**src/rtl/acia_tx.sv**
```systemverilog
// UART 8N1 transmitter with a small byte FIFO; shares the bit-rate
// parameters with acia_rx so one setting configures both directions.
module acia_tx #(
  parameter int unsigned SCW     = 16,
  parameter int unsigned sym_cnt = 40000,
  parameter int unsigned FIFO_AW = 3
) (
  input  logic       clk,
  input  logic       rst,
  input  logic [7:0] tx_dat,
  input  logic       tx_stb,
  output logic       tx_rdy,
  output logic       tx_ovf,
  output logic       tx_busy,
  output logic       tx_serial
);

  localparam int unsigned DEPTH = 1 << FIFO_AW;
  localparam int unsigned CW    = FIFO_AW + 1;
  localparam logic [SCW-1:0] TERM = SCW'(sym_cnt - 1);
  localparam logic [CW-1:0]  FULL = CW'(DEPTH);

  typedef enum logic [1:0] {IDLE, START, DATA, STOP} state_t;

  state_t               state_q, state_nxt;
  logic [7:0]           mem [DEPTH];
  logic [FIFO_AW-1:0]   wr_ptr, rd_ptr;
  logic [CW-1:0]        count;
  logic [SCW-1:0]       rate_cnt;
  logic [2:0]           bit_idx;
  logic [7:0]           shift_q, shift_nxt;
  logic                 serial_nxt;
  logic                 push, pop, fifo_ne, tick;

  assign tx_rdy  = (count != FULL);
  assign fifo_ne = (count != '0);
  assign push    = tx_stb && tx_rdy;
  assign tick    = (rate_cnt == TERM);
  assign tx_busy = (state_q != IDLE) || fifo_ne;

  // State register
  always_ff @(posedge clk or posedge rst) begin
    if (rst) state_q <= IDLE;
    else     state_q <= state_nxt;
  end

  // Next-state logic
  always_comb begin
    state_nxt = state_q;
    case (state_q)
      IDLE:    if (fifo_ne) state_nxt = START;
      START:   if (tick) state_nxt = DATA;
      DATA:    if (tick && bit_idx == 3'd7) state_nxt = STOP;
      STOP:    if (tick) state_nxt = fifo_ne ? START : IDLE;
      default: state_nxt = IDLE;
    endcase
  end

  // Outputs: FIFO pop, next shift contents and the next line level
  always_comb begin
    pop        = 1'b0;
    shift_nxt  = shift_q;
    serial_nxt = 1'b1;
    case (state_q)
      IDLE:    pop = fifo_ne;
      DATA:    if (tick) shift_nxt = {1'b0, shift_q[7:1]};
      STOP:    pop = tick && fifo_ne;
      default: ;
    endcase
    if (pop) shift_nxt = mem[rd_ptr];
    case (state_nxt)
      START:   serial_nxt = 1'b0;
      DATA:    serial_nxt = shift_nxt[0];
      default: serial_nxt = 1'b1;
    endcase
  end

  // Datapath: rate/bit counters, shifter, line register, FIFO bookkeeping
  always_ff @(posedge clk or posedge rst) begin
    if (rst) begin
      tx_serial <= 1'b1;
      tx_ovf    <= 1'b0;
      shift_q   <= '0;
      rate_cnt  <= '0;
      bit_idx   <= '0;
      wr_ptr    <= '0;
      rd_ptr    <= '0;
      count     <= '0;
    end else begin
      tx_serial <= serial_nxt;
      tx_ovf    <= tx_stb && !tx_rdy;
      shift_q   <= shift_nxt;
      rate_cnt  <= (state_q == IDLE || tick) ? '0 : rate_cnt + SCW'(1);
      if (pop)
        bit_idx <= '0;
      else if (state_q == DATA && tick)
        bit_idx <= bit_idx + 3'd1;
      if (push) wr_ptr <= wr_ptr + FIFO_AW'(1);
      if (pop)  rd_ptr <= rd_ptr + FIFO_AW'(1);
      count <= count + CW'(push) - CW'(pop);
    end
  end

  // FIFO storage needs no reset; count gates every read
  always_ff @(posedge clk) begin
    if (push) mem[wr_ptr] <= tx_dat;
  end

endmodule

```
**config.mk**
```make
export PLATFORM = sky130hd
export DESIGN_NAME = acia_tx
export DESIGN_NICKNAME = d
export VERILOG_FILES = /design/src/rtl/acia_tx.sv
export SDC_FILE = /design/constraint.sdc
export NUM_CORES = 1
export LEC_CHECK = 0
export CORE_MARGIN = 4
export CORE_UTILIZATION = 61
export DETAILED_ROUTE_END_ITERATION = 12
export PLACE_DENSITY_LB_ADDON = 0.2
export REMOVE_ABC_BUFFERS = 1
export SLEW_MARGIN = 0
export SYNTH_ARGS = -nofsm -noshare
export SYNTH_HDL_FRONTEND = slang
export SYNTH_SLANG_ARGS = --single-unit
```
**constraint.sdc**
```tcl
create_clock -name clk -period 3.5 [get_ports clk]
set_input_delay 1.05 -clock clk [delete_from_list [all_inputs] [get_ports clk]]
set_output_delay 1.05 -clock clk [all_outputs]
set_load 0.01 [all_outputs]
```
* After elaboration in Yosys (flattened, before gate mapping) *
Memory sizes are Yosys's and may differ from the RTL's.
Index checks and enable logic that the tools add are counted.

operators by class
  add/subtract/negate cells = 6
  equality and inequality tests = 8
  muxes and demuxes = 16
  reduce and logical (&&, ||, !) cells = 15

operator list
  cell                                                                    number
  8-bit 2-to-1 mux                                                        3
  16-bit by 1-bit adder with 16-bit output (second input constant)        1
  16-bit equality test (second input constant)                            1
  16-bit 2-to-1 mux                                                       1
  3-bit by 1-bit adder with 3-bit output (second input constant)          3
  2-bit 2-to-1 mux                                                        4
  2-bit one-hot mux with 4 select lines                                   1
  2-bit nonzero test                                                      4
  2-bit equality test (second input constant)                             3
  3-bit 2-to-1 mux                                                        2
  1-bit logical AND                                                       5
  4-bit by 1-bit adder with 4-bit output                                  1
  2-bit by 1-bit equality test with 1-bit output (second input constant)  2
  4-bit != test (second input constant)                                   1
  1-bit one-hot mux with 2 select lines                                   2
  4-bit nonzero test                                                      1
  4-bit by 1-bit subtractor with 4-bit output                             1
  3-bit equality test (second input constant)                             1
  1-bit 2-to-1 mux                                                        3
  2-bit logical NOT                                                       1
  1-bit logical OR                                                        2
  2-bit AND reduction                                                     1
  1-bit logical NOT                                                       1

word-level totals
  register bits = 41
  memory bits (writable) = 64
  input bits = 11
  word-level logic and storage cells = 56
  memories kept = 1

memories
  memory  words  bits a word  rd ports  clocked after Yosys merged registers in  write ports  line  RTL
  mem     8      8            1         0                                        1            26    logic [7:0] mem [DEPTH];

* Longest topological paths before layout *
Gate-level depths: netlist of the first run.

  word-level depth = 6
  gate-level depth with buffers = 12
  mapped depth without buffers = 11

* Worst setup path before layout of the first run *
Ideal clock, no wire load.

  path type = register -> register
  start = reg count[2]
  end = reg count[1]
  library setup time = 0.136 ns
  arrival time = 2.372 ns
  data required time = 3.364 ns
  path slack = 0.992 ns
  cell stages (with the launch flop) = 11
  period minus slack after synthesis = 2.508 ns
  path through = dfrtp_1 > inv_1 > ha_1 > nor3b_1 > nor2_1 > a22oi_1 > buf_2 > nand3_1 > nand2_1 > ha_1 > fa_1

between the ends
  longest elaborated chain between the ends = 4

ends and longest elaborated chain
  what                                                                                                    line     RTL
  from (decl)                                                                                             28       logic [CW-1:0] count;
  from (signal assigned)                                                                                  100      count <= count + CW'(push) - CW'(pop);
  4-bit != test / 4-bit nonzero test (equally long branches)                                              35, 36
  1-bit logical AND, on equally long branches                                                             37, 67
  4-bit by 1-bit adder with 4-bit output / 1-bit one-hot mux with 2 select lines (equally long branches)  100, 64
  4-bit by 1-bit subtractor with 4-bit output *                                                           100

Every way passes the cells marked *; elsewhere a longest branch is shown, timed or not.
A chain may end at the register's enable or synchronous reset.

* Final worst setup path of the first run *
  start = reg count[2]
  end = out tx_busy

between the ends
  longest elaborated chain between the ends = 2

ends and longest elaborated chain
  what                line  RTL
  4-bit nonzero test  36    assign fifo_ne = (count != '0);
  1-bit logical OR    39    assign tx_busy = (state_q != IDLE) || fifo_ne;
  to (decl)           14    output logic tx_busy,

Every way passes these cells.

==> run_results.csv, run 1 <==
group,metric,value,unit
sta,finalSetupTns,0,ns
critical_path,r2r_cells,10,
critical_path,slowest_stage,"clkdlybuf4s50_1",
worst_hold_path,hp-start,"rate_cnt[0]$_DFF_PP0_",
sta,period_needed,3.03,ns
detailed_routing,drc,0,
critical_path,critical_path_class,"reg -> out",
cells_and_area,layout_common_cells,"64 x edfxtp_1, 40 x dfrtp_1, 28 x nor2_1, 19 x nand2_1, 16 x mux4_2",
cells_and_area,diodes,0,
critical_path,crit_chain,"inv_1, ha_1, nor3b_1, nand2_1, clkdlybuf4s50_1",
cells_and_area,final_common_cell,"edfxtp_1",
logic_synthesis,yosysUniqueCellTypes,44,
grt,grt_pass1_wl,12.9,mm
clocking,cts_hold_buffers,0,
worst_hold_path,worstHoldPathCells,1,
critical_path,worst-path-max-fanout,4,
floorplan,fp.dieArea,8960,um2
grt,grt_usage,0.194,
worst_hold_path,min_path_type,"reg -> reg",
logic_synthesis,synth_edf_count,64,
clocking,insertion_delay,0.35,ns
sta,skew,0.0102,ns
logic_synthesis,ys.flop_type,"edfxtp_1",
clocking,cts_max_level,3,
critical_path,r2r_start,"count[2]$_DFF_PP0_",
floorplan,die_w,94.7,um
logic_synthesis,synth.avg_cell_area,14.9,um2
floorplan,num_rows,31,
grt,grt_start_max_net_pins,42,
power_and_ir_drop,p_leak,0.00198,uW
cells_and_area,multiInputGateArea,1540,um2
floorplan,initial_core_util,0.629,
sta,period_share,0.865,
sta,rsz0062_at_grt,"no",
critical_path,critPathTopFamily,"buffers and inverters",
logic_synthesis,synth_warnings,0,
worst_hold_path,min_to,"rate_cnt[0]$_DFF_PP0_",
logic_synthesis,ys_seq_area_frac,0.643,
clocking,clkTransAtPathRegs,0.10,ns
power_and_ir_drop,total_power,2710,uW
cells_and_area,fin_nets,359,
cells_and_area,drive_above_1_share,0.143,
sta,tightest_slew,0.760,ns
critical_path,worst-path-buf-inv,2,
clocking,cts_tree,"yes",
detailed_routing,wl_per_cell,17.5,um
placement,place_congestion,0.784,
detailed_routing,routed_wl,7.60,mm
clocking,post_cts_buffers,0,
detailed_routing,drtIter0Drc,171,
critical_path,arrival,1.98,ns
clocking,cts_buffer_depth,2,
floorplan,core_area,7290,um2
detailed_routing,avgViaCountPerCell,5.74,
placement,place_hpwl,5.37,mm
sta,fmax,0.330,GHz
grt,grt.overflow.total,0,
logic_synthesis,synth_area,4580,um2
sta,final-setup-viol-count,0,
clocking,cts_sinks,105,
sta,slew_viol_final,0,
detailed_routing,drt_first_pass_iters,4,
floorplan,ios,15,
power_and_ir_drop,p_per_area,534,nW/um2
critical_path,start_kind,"register",
detailed_routing,final_antenna_net_count,0,
clocking,ctsResizeCount,0,
grt,grt_pass1_vias,2653,
logic_synthesis,synth_seq_cells,105,
critical_path,timing.rr.end,"count[2]$_DFF_PP0_",
cells_and_area,fillers,535,
critical_path,max_stage_delay,0.48,ns
detailed_routing,num_vias,2495,
cells_and_area,ff_latch_area,2950,um2
sta,hold_violations,0,
logic_synthesis,async_reset_ff_frac,0.390,
clocking,root_buffer,"clkbuf_8",
floorplan,die_y,94.7,um
cells_and_area,area_growth,10.7,%
grt,antenna_found_initial,0,
status,status,"finished clean",
flow_run,cap_violations,0,
sta,timing.slew.headroom,0.494,
clocking,numCtsBuffers,9,
critical_path,r2r_slack,0.92,ns
critical_path,required,2.45,ns
logic_synthesis,syn_inst,308,
power_and_ir_drop,peakVddDrop,0.399,mV
placement,io_buffers,14,
critical_path,crit_path_end_kind,"primary output",
==> cell type report <==
cell class                 instances  area share
sequential                       105       0.581
multi-input combinational        183       0.304
timing repair buffer              24      0.0424
clock buffer                      10      0.0252
tap                               99      0.0244
clock inverter                     5      0.0160
inverter                           9     0.00666
==> state kept, by name, indices dropped and copies added, names as in the netlist <==
name / flops
shift_q: 8
rate_cnt: 16
wr_ptr: 3
tx_serial: 1
state_q: 2
bit_idx: 3
count: 4
tx_ovf: 1
mem: 64
rd_ptr: 3
==> report_power, final <==
| group | switching (uW) | internal (uW) | total (uW) |
|---|---|---|---|
| clock network | 385 | 400 | 784 |
| registers | 62.5 | 1480 | 1540 |
| logic | 213 | 169 | 381 |
| total | 660 | 2050 | 2710 |
==> metrics by stage <==
| stage | hold slack (ns) | util | setup WS [ns] | instance area [um2] | std cells |
|---|---|---|---|---|---|
| 6_report | 0.528 | 0.696 | 0.473 | 5070 | 435 |
| 5_1_grt | 0.546 | 0.696 | 0.263 | 5070 | 435 |
| 4_1_cts | 0.532 | 0.696 | 0.436 | 5070 | 435 |
| 3_5_place_dp | 0.514 | 0.667 | 0.625 | 4860 | 420 |
| 3_3_place_gp | 0.498 | 0.667 | 0.697 | 4860 | 420 |
| 2_1_floorplan | 0.475 | - | 0.835 | 4530 | 297 |
==> layer usage <==
layer	vias to the layer above	global-route usage	routed length (um)
met4	0	0.0745	148
met3	14	0.0343	216
li1	1188	-	-
met2	38	0.339	4040
met1	1255	0.239	3190
met5	-	0	0
==> worst max path at each step <==
stage	cells after the start	end	from	slack [ns]
2_1_floorplan	9	count[1]$_DFF_PP0_	count[2]$_DFF_PP0_	0.83
3_3_place_gp	7	count[2]$_DFF_PP0_	tx_stb	0.70
3_5_place_dp	7	count[2]$_DFF_PP0_	tx_stb	0.63
4_1_cts	5	tx_busy	count[2]$_DFF_PP0_	0.44
5_1_grt	5	tx_busy	count[2]$_DFF_PP0_	0.26
6_report	5	tx_busy	count[2]$_DFF_PP0_	0.47
==> worst register-to-register path: stages, from the launching register on <==
cell	delay, ns
dfrtp_1	0.37
inv_1	0.10
ha_1	0.17
nor3b_1	0.41
nor2_1	0.13
a22o_4	0.33
nand2_1	0.14
nand2_1	0.08
ha_1	0.21
fa_1	0.38
xor2_1	0.17
==> cells in the mapped netlist, drive strengths merged, types with 7 or more instances <==
| cell | number | share of area |
|---|---|---|
| nor2 | 28 | 0.023 |
| dfrtp | 40 | 0.22 |
| nand3 | 8 | 0.0087 |
| ha | 15 | 0.041 |
| inv | 9 | 0.0074 |
| xor2 | 10 | 0.019 |
| mux2i | 12 | 0.026 |
| edfxtp | 64 | 0.42 |
| mux4 | 16 | 0.079 |
| xnor2 | 7 | 0.013 |
| nand2 | 19 | 0.016 |
| a21oi | 14 | 0.015 |
==> cells by family (layout without fill, tap and decap cells) <==
group	Yosys count	in the layout	synth area share
mux	30	30	0.110
xor+xnor	17	17	0.0325
simple gates	91	91	0.105
compound gates	29	29	0.0445
buf+inv	20	48	0.0199
fa+ha+maj	16	16	0.0453
flops	105	105	0.643
Power figures use the tool's default switching activity.
==> run 2, diff against run 1 <==
GPL_ROUTABILITY_DRIVEN = 1   (was default)
==> results of run 2 <==
Same layout as run 1: the final DEF is identical, and so are final timing and power.
